`src/rtl/sp_types_pkg.sv`:
```
// rtl/sp_types_pkg.sv - shared types for the scratchpad DRAM-store path
package sp_types_pkg;

  localparam logic [31:0] SP_STRIDE = 32'd32;
  localparam int          SP_ADDR_W = 32;
  localparam int          SP_ROW_W  = 2;
  localparam int          SP_DATA_W = 64;

  // One dramFIFO entry: a single row of an output tile.
  typedef struct packed {
    logic [SP_ADDR_W-1:0] addr;
    logic [SP_ROW_W-1:0]  row_s;
    logic [SP_DATA_W-1:0] data;
  } dramstore_entry_t;

  typedef enum logic [1:0] {
    ST_IDLE,
    ST_STORE,
    ST_WAIT
  } arb_state_e;

endpackage

```
`src/rtl/rr_arbiter.sv`:
```
// rtl/rr_arbiter.sv - combinational round-robin / fixed-priority channel picker
module rr_arbiter #(
  parameter int NUM_CH = 4,
  parameter int CH_W   = $clog2(NUM_CH)
) (
  input  logic [NUM_CH-1:0] req,
  input  logic [CH_W-1:0]   last_grant,
  input  logic              rr_en,
  output logic [NUM_CH-1:0] grant,
  output logic [CH_W-1:0]   grant_idx,
  output logic              grant_any
);

  always_comb begin
    grant     = '0;
    grant_idx = '0;
    grant_any = 1'b0;
    for (int i = 0; i < NUM_CH; i++) begin
      int c;
      // Round-robin starts just past the previous winner and wraps.
      c = rr_en ? (int'(last_grant) + 1 + i) % NUM_CH : i;
      if (!grant_any && req[c]) begin
        grant[c]  = 1'b1;
        grant_idx = CH_W'(c);
        grant_any = 1'b1;
      end
    end
  end

endmodule

```
`src/rtl/dramstore_arbiter.sv`:
```
// rtl/dramstore_arbiter.sv - drains per-channel tile FIFOs into the DRAM store port
module dramstore_arbiter
  import sp_types_pkg::*;
#(
  parameter int          NUM_CH = 4,
  parameter int          ROWS   = 4,
  parameter int          ADDR_W = 32,
  parameter int          DATA_W = 64,
  parameter logic [31:0] STRIDE = SP_STRIDE,
  localparam int         ROW_W  = $clog2(ROWS),
  localparam int         CH_W   = $clog2(NUM_CH)
) (
  input  logic                     CLK,
  input  logic                     nRST,
  input  logic [NUM_CH-1:0]        fifo_empty,
  input  logic [NUM_CH*ADDR_W-1:0] fifo_addr,
  input  logic [NUM_CH*ROW_W-1:0]  fifo_row,
  input  logic [NUM_CH*DATA_W-1:0] fifo_data,
  output logic [NUM_CH-1:0]        fifo_ren,
  input  logic                     rr_en,
  output logic                     sStore,
  output logic [ADDR_W-1:0]        store_addr,
  output logic [DATA_W-1:0]        store_data,
  input  logic                     sStore_hit,
  output logic                     store_complete,
  output logic [CH_W-1:0]          store_complete_ch,
  output logic                     row_err
);

  localparam logic [ROW_W-1:0] LAST_ROW = ROW_W'(ROWS - 1);

  arb_state_e        state;
  logic [CH_W-1:0]   last_grant;
  logic [CH_W-1:0]   lock_ch;
  logic [ROW_W-1:0]  cap_row;
  logic [ROW_W-1:0]  exp_row;

  logic [NUM_CH-1:0] arb_grant;
  logic [CH_W-1:0]   arb_idx;
  logic              arb_any;

  logic              tile_end;
  logic              rearb;
  logic              pop;
  logic [CH_W-1:0]   pop_ch;
  logic [ROW_W-1:0]  exp_cmp;
  logic [ADDR_W-1:0] sel_addr;
  logic [ROW_W-1:0]  sel_row;
  logic [DATA_W-1:0] sel_data;

  rr_arbiter #(
    .NUM_CH (NUM_CH),
    .CH_W   (CH_W)
  ) u_arb (
    .req        (~fifo_empty),
    .last_grant (last_grant),
    .rr_en      (rr_en),
    .grant      (arb_grant),
    .grant_idx  (arb_idx),
    .grant_any  (arb_any)
  );

  always_comb begin
    tile_end = (state == ST_STORE) && sStore_hit && (cap_row == LAST_ROW);
    rearb    = (state == ST_IDLE) || tile_end;
    pop      = 1'b0;
    pop_ch   = lock_ch;
    fifo_ren = '0;
    if (rearb) begin
      pop    = arb_any;
      pop_ch = arb_idx;
      if (arb_any) fifo_ren = arb_grant;
    end else if ((state == ST_STORE && sStore_hit) || state == ST_WAIT) begin
      // Mid-tile: only the locked channel may feed the port.
      pop = !fifo_empty[lock_ch];
      if (pop) fifo_ren[lock_ch] = 1'b1;
    end
    // A new tile starting on the same edge as the old one ends expects row 0.
    exp_cmp  = tile_end ? '0 : exp_row;
    sel_addr = fifo_addr[pop_ch*ADDR_W +: ADDR_W];
    sel_row  = fifo_row[pop_ch*ROW_W +: ROW_W];
    sel_data = fifo_data[pop_ch*DATA_W +: DATA_W];
  end

  always_ff @(posedge CLK or negedge nRST) begin
    if (!nRST) begin
      state             <= ST_IDLE;
      sStore            <= 1'b0;
      store_addr        <= '0;
      store_data        <= '0;
      store_complete    <= 1'b0;
      store_complete_ch <= '0;
      row_err           <= 1'b0;
      exp_row           <= '0;
      cap_row           <= '0;
      lock_ch           <= '0;
      last_grant        <= CH_W'(NUM_CH - 1);
    end else begin
      store_complete <= 1'b0;
      if (tile_end) begin
        store_complete    <= 1'b1;
        store_complete_ch <= lock_ch;
        exp_row           <= '0;
      end
      if (rearb && arb_any) begin
        lock_ch    <= arb_idx;
        last_grant <= arb_idx;
      end
      if (pop) begin
        store_addr <= sel_addr + ADDR_W'(STRIDE) * ADDR_W'(sel_row);
        store_data <= sel_data;
        cap_row    <= sel_row;
        sStore     <= 1'b1;
        state      <= ST_STORE;
        exp_row    <= (exp_cmp == LAST_ROW) ? '0 : exp_cmp + 1'b1;
        if (sel_row != exp_cmp) row_err <= 1'b1;
      end else if (state == ST_STORE && sStore_hit) begin
        sStore <= 1'b0;
        state  <= tile_end ? ST_IDLE : ST_WAIT;
      end
    end
  end

endmodule

```
`config.mk`:
```
export PLATFORM = sky130hd
export DESIGN_NAME = dramstore_arbiter
export DESIGN_NICKNAME = d
export VERILOG_FILES = /design/src/rtl/sp_types_pkg.sv /design/src/rtl/rr_arbiter.sv /design/src/rtl/dramstore_arbiter.sv
export SDC_FILE = /design/constraint.sdc
export NUM_CORES = 1
export LEC_CHECK = 0
export ABC_AREA = 1
export ABC_CLOCK_PERIOD_IN_PS = 3800
export CAP_MARGIN = 15
export CORE_AREA = 4 4 196 198
export DETAILED_ROUTE_END_ITERATION = 8
export DIE_AREA = 0 0 200 202
export GPL_TIMING_DRIVEN = 0
export SYNTH_ARGS = -nofsm -noshare
export SYNTH_HDL_FRONTEND = slang
export SYNTH_SLANG_ARGS = --single-unit
```
`constraint.sdc`:
```
create_clock -name CLK -period 3.8 [get_ports CLK]
set_input_delay 1.14 -clock CLK [delete_from_list [all_inputs] [get_ports CLK]]
set_output_delay 1.14 -clock CLK [all_outputs]
set_load 0.02 [all_outputs]
```
### After elaboration in Yosys (flattened, before gate mapping)

Cells that the tools add are included.

| storage, ports and cells | value |
|---|---|
| flip-flop bits (word level) | 111 |
| bits of input ports | 400 |
| output and inout port bits | 105 |
| word-level logic and storage cells | 123 |

| cells by class | value |
|---|---|
| add/subtract/negate cells | 6 |
| order comparisons | 10 |
| equal/unequal tests | 5 |
| shifts and indexed selects | 3 |
| multiplexer cells | 56 |
| bitwise logic cells | 8 |
| reduce and logical (&&, ||, !) cells | 24 |

Operators with widths:

| operator | count |
|---|---|
| $shiftx A256 B9 Y64 | 1 |
| $ge A32 B1 Y1 const B | 4 |
| $lt A32 B4 Y1 const B | 4 |
| $mux W32 | 4 |
| $shiftx A128 B8 Y32 | 1 |
| $add A32 B3 Y32 const B | 2 |
| $add A32 B2 Y32 const B | 1 |
| $add A32 B7 Y32 | 1 |
| $mux W4 | 8 |
| $mux W1 | 23 |
| $mux W2 | 11 |
| $or A4 B4 Y4 | 3 |
| $logic_and A1 B1 Y1 | 11 |
| $bmux W1 S2 | 5 |
| $demux W1 S2 | 5 |
| $reduce_or A2 Y1 | 4 |
| $shiftx A8 B4 Y2 | 1 |
| $eq A2 B2 Y1 const B | 3 |
| $logic_not A1 Y1 | 4 |
| $not A4 Y4 | 1 |
| $add A2 B1 Y3 const B | 1 |
| $and A1 B1 Y1 | 3 |
| $lt A2 B3 Y1 const B | 1 |
| $add A2 B1 Y2 const B | 1 |
| 8 further kinds | 9 |

### Logic depth before layout (Yosys ltp)

| logic depth | value |
|---|---|
| depth after elaboration | 21 |
| mapped depth | 31 |
| mapped depth without buffers | 27 |

### Modules after synthesis

A second synthesis with hierarchy kept.

| unflattened totals | value |
|---|---|
| cell total of the unflattened synthesis | 1,442 |
| area, all modules | 9,456.6 sq um |

Modules (own cells, without submodules):

| module | times used | cells an instance | area each (sq um) | sequential area each (sq um) |
|---|---|---|---|---|
| dramstore_arbiter | 1 | 1,348 | 8,944.8 | 2,755.1 |
| rr_arbiter | 1 | 94 | 511.7 | 0.0 |

### Least setup slack after synthesis

OpenSTA, ideal clock, no wires.

| timing | value |
|---|---|
| kind | input-to-reg |
| start | input rr_en |
| end | register store_addr[25] |
| library setup time | 0.117 ns |
| data arrival time | 4.468 ns |
| data required time | 3.683 ns |
| setup slack | -0.785 ns |
| stages | 27 |
| buffers on the path | 5 |
| cells stage by stage | buf_4 > nand2_2 > nand2_4 > nand2_2 > nand2_1 > nand2_2 > nor2_4 > nor2_1 > nand2_1 > nand3_2 > nand2_2 > buf_2 > buf_4 > buf_4 > buf_2 > nor2_1 > o22ai_1 > ha_1 > inv_1 > fa_1 > nand3b_2 > inv_1 > nand2_1 > nor2_2 > nand3_1 > nand3_1 > nand2_1 |

| between the ends | value |
|---|---|
| cells in the longest elaborated chain, start to end | 17 |
| elaborated cells on any way between the ends | 35 |
| those cells by class | 1 x add/sub; 2 x shift; 26 x mux; 6 x reduce/logical |

Ends and longest elaborated chain:

| item | RTL line | text |
|---|---|---|
| start, declared | dramstore_arbiter.sv:20 | `input logic rr_en,` |
| $mux W32 | rr_arbiter.sv:21 | `c = rr_en ? (int'(last_grant) + 1 + i) % NUM_CH : i;` |
| $bmux W1 S2 | rr_arbiter.sv:22 | `if (!grant_any && req[c]) begin` |
| $mux W1 (implied by the code) (2 in a row) | rr_arbiter.sv:22 |  |
| $mux W1 | rr_arbiter.sv:22 |  |
| $logic_not A1 Y1 | rr_arbiter.sv:22 |  |
| $logic_and A1 B1 Y1 | rr_arbiter.sv:22 |  |
| $mux W1 | rr_arbiter.sv:22 |  |
| $logic_not A1 Y1 | rr_arbiter.sv:22 |  |
| $logic_and A1 B1 Y1 | rr_arbiter.sv:22 |  |
| $mux W1 | rr_arbiter.sv:22 |  |
| $logic_not A1 Y1 | rr_arbiter.sv:22 |  |
| $logic_and A1 B1 Y1 | rr_arbiter.sv:22 |  |
| $mux W2 | rr_arbiter.sv:22 |  |
| $mux W2 | dramstore_arbiter.sv:69 | `if (rearb) begin` |
| $shiftx A128 B8 Y32 / $shiftx A8 B4 Y2 (equally long branches) | dramstore_arbiter.sv:80, dramstore_arbiter.sv:81 |  |
| $add A32 B7 Y32 | dramstore_arbiter.sv:110 | `store_addr <= sel_addr + ADDR_W'(STRIDE) * ADDR_W'(sel_row);` |
| end signal, assigned | dramstore_arbiter.sv:110 |  |
| end, declared | dramstore_arbiter.sv:22 | `output logic [ADDR_W-1:0] store_addr,` |

Several ways; a longest one is shown, not always the timed one. The select of a mux whose other input is x is not followed.
A chain may end at the register's enable or synchronous reset.

### Worst setup path after layout

| timing | value |
|---|---|
| start | input rr_en |
| end | register store_addr[18] |

The elaborated chain is that of the path after synthesis.

==> results.md <==
* Async SR Flop Fraction at 1.00
* Syn nets at 1,850
* Dpl cell area at 0.0149 mm^2
* Critical path class: input port to register
* Overall routing resource usage at 0.247
* DR WL/cell at 21.1 um
* Critical Path End Type: register
* RSZ-0062 raised after global routing: yes
* Most frequent cells in the layout: clkdlybuf4s50_1 (493), nand2_1 (280), nor2_1 (257)
* Layout cell share with drive strength beyond 1 at 0.120
* Power Density at 953 mW/mm^2
* CTS sink count at 110
* Syn. warnings at 0
* Yosys reg bits at 110
* Fin. Hold Viols at 0
* Layout overhead on the synthesized area at 76.9%
* H-Tree Depth at 3
* DRC at 0
* Core footprint at 0.0365 mm^2
* Vias in the first global route at 12,100
* Leak at 7.00 nW
* DIE HEIGHT at 202 um
* Clock transition at path regs at 70 ps
* Top FF cell, synth: dfrtp_1
* Maximum VDD drop at 0.356 mV
* Post-Syn Instances at 1,447
* Worst Max-Slew Pin Slew at 672 ps
* Commonest non-fill, non-tap cell in the layout: clkdlybuf4s50_1
* Number of synthesized flops with an enable pin at 0
* Arrival time worst endpoint at 4370 ps
* Number of port buffers at 503
* Reg area at 0.00276 mm^2
* Routed via count at 12,200
* Fin util at 0.443
* Cell row count at 70
* Post-DP HPWL at 42.3 mm
* Area contributors post-synth: dfrtp_1 (30%), nand2_1 (13%), nor2_1 (11%)
* Fmax at 0.241 GHz
* Total CTS buffers at 9
* # IOs at 505
* Distinct cells, synth at 45
* Mapped cell area at 0.00914 mm^2
* Slew Limit Fails at 0
* Number of fill cells at 3,728
* Area leader, netlist: dfrtp_1
* Antenna-violating nets left at 0
* Nets at 2,421
* First-pass GRT wire length at 75.5 mm
* Worst path setup slack after routing at -354 ps
* Area taken by multi-input logic gates at 0.00592 mm^2
* Hold_buf cts at 0
* Initial antenna violation count at 6
* Failing checks: negative setup slack
* GPL Wtd Cong at 0.926
* Final Instance Area at 0.0162 mm^2
* Clock root cell: clkbuf_16
* Status: finished with violations
* Clock buffer depth at 2
* Die area at 0.0404 mm^2
* Die width at 200 um
* Max transition margin at 0.552
* Final wirelength at 52.5 mm
* Hold crit path type: register to register
* CTS tree: yes
* Worst Path Max Fanout at 6
* Final critical-path required period at 4150 ps
* Vias per inst at 4.89
* Clock latency on the worst-skew pair at 360 ps
* Final setup viols at 25
* Worst Path Required at 4010 ps
* Seq/Total Area, Yosys at 0.301
* Initial core utilization at 0.250
* Initial DRT Pass Iterations at 5
* Drt initial violations at 861
* Clock skew at 7.23 ps
* Synth top area share at 0.296
* GR Overflow Total at 0
* Tcrit/Tclk final at 1.09
* Nature of the critical path startpoint: input port
* Syn Area/Cell at 6.32 um^2
* Largest net degree at the start of global routing at 70
* MaxCap Viol Count at 0
through the flow:
step | instances | hold slack, ps | worst slack (ps) | total power [mW] | setup TNS, ps
2_1_floorplan | 1447 | 417 | -444 | 8.87 | -7180
3_3_place_gp | 2418 | 428 | -3110 | 13.2 | -445920
3_5_place_dp | 2419 | 452 | -1820 | 13.2 | -111100
4_1_cts | 2475 | 461 | -444 | 15.0 | -9850
5_1_grt | 2492 | 473 | -527 | 16.7 | -10610
6_report | 2494 | 454 | -354 | 15.4 | -5940
flip-flops by register name, summed over array words and instances (netlist names):
register / cells
cap_row: 2
exp_row: 2
last_grant: 2
lock_ch: 2
row_err: 1
state: 2
store_addr: 32
store_complete: 1
store_complete_ch: 2
store_data: 64
per-layer routing:
metal | vias to the layer above | track usage | wire, um
li1 | 5928 | - | -
met1 | 5725 | 0.323 | 21800
met2 | 486 | 0.402 | 24800
met3 | 66 | 0.0673 | 4640
met4 | 2 | 0.0633 | 1340
met5 | - | 0 | 13
Yosys cell counts (4+ instances only):
library cell,number
nand2_1,306
dfrtp_1,108
inv_2,9
buf_2,20
clkbuf_1,56
nand3_1,143
o21ai_0,158
nor2_1,262
nand3b_1,20
nor2_2,12
buf_6,6
nand2_2,13
inv_1,106
a31oi_1,76
o21bai_1,71
nor2_4,4
buf_1,4
a21oi_1,9
o22ai_1,7
xor2_1,5
buf_4,13
cell families (layout without fill, tap and decap cells):
group	after synthesis	after routing	share of synthesized area
xor gates and xnor gates	5	5	0.00479
AOI/OAI and AO/OA	340	340	0.224
other	0	4	0
DFF	110	110	0.301
adders and majority gates	3	3	0.00493
buffers and inverters	214	789	0.101
and+or+nand+nor	775	775	0.364
layout make-up:
| type | count | share of cell area |
|---|---|---|
| multi-input cells | 1123 | 0.366 |
| plain buffers | 95 | 0.0379 |
| repair buffers | 564 | 0.343 |
| clock inverters | 1 | 0.00186 |
| flip-flops and latches | 110 | 0.170 |
| inverters | 115 | 0.0281 |
| diodes | 4 | 0.000619 |
| clock buffers | 14 | 0.0157 |
| well taps | 468 | 0.0362 |
worst paths after layout:
| path | start | to | slack [ps] | depth (start not counted) |
|---|---|---|---|---|
| setup reg to reg | last_grant[0] | store_addr[18] | -220 | 26 |
| max in group asynchronous | nRST | last_grant[1] | 2340 | 2 |
| min in group asynchronous | nRST | store_data[22] | 700 | 1 |
| setup / recovery | rr_en | store_addr[18] | -350 | 26 |
| hold / removal | exp_row[1] | exp_row[1] | 450 | 1 |
| hold reg to reg | exp_row[1] | exp_row[1] | 450 | 1 |
power breakdown:
| part | leakage (nW) | internal [mW] | switching (mW) |
|---|---|---|---|
| Combinational | 5.61 | 4.65 | 7.56 |
| Sequential | 1.25 | 1.83 | 0.397 |
| Clock | 0.137 | 0.529 | 0.447 |
worst max-delay path, stage by stage:
cell and delay, ps:
buf_12 120, buf_8 120, nand3_4 70, nand2_2 70
nand2_2 90, nand2_8 120, nand4_1 190, nand2_2 150
nand3_4 80, nand2_4 100, buf_12 130, inv_8 40
buf_12 110, clkbuf_16 140, nor2_4 80, nor2_2 40
a32oi_2 190, inv_1 70, ha_1 270, a21o_1 200
nand2_2 120, buf_12 150, nor2_4 170, nand3_2 100
xor2_2 220, o21ai_1 80
repair_timing:
| action | in CTS | in global routing |
|---|---|---|
| endpoints found under the setup margin | 105 | 101 |
| gates resized for setup | 92 | 91 |
| pin swaps | 37 | 54 |
| hold endpoints to repair | 0 | 0 |
| buffers inserted | 42 | 18 |
No activity file was read; power rests on OpenSTA's default activity.
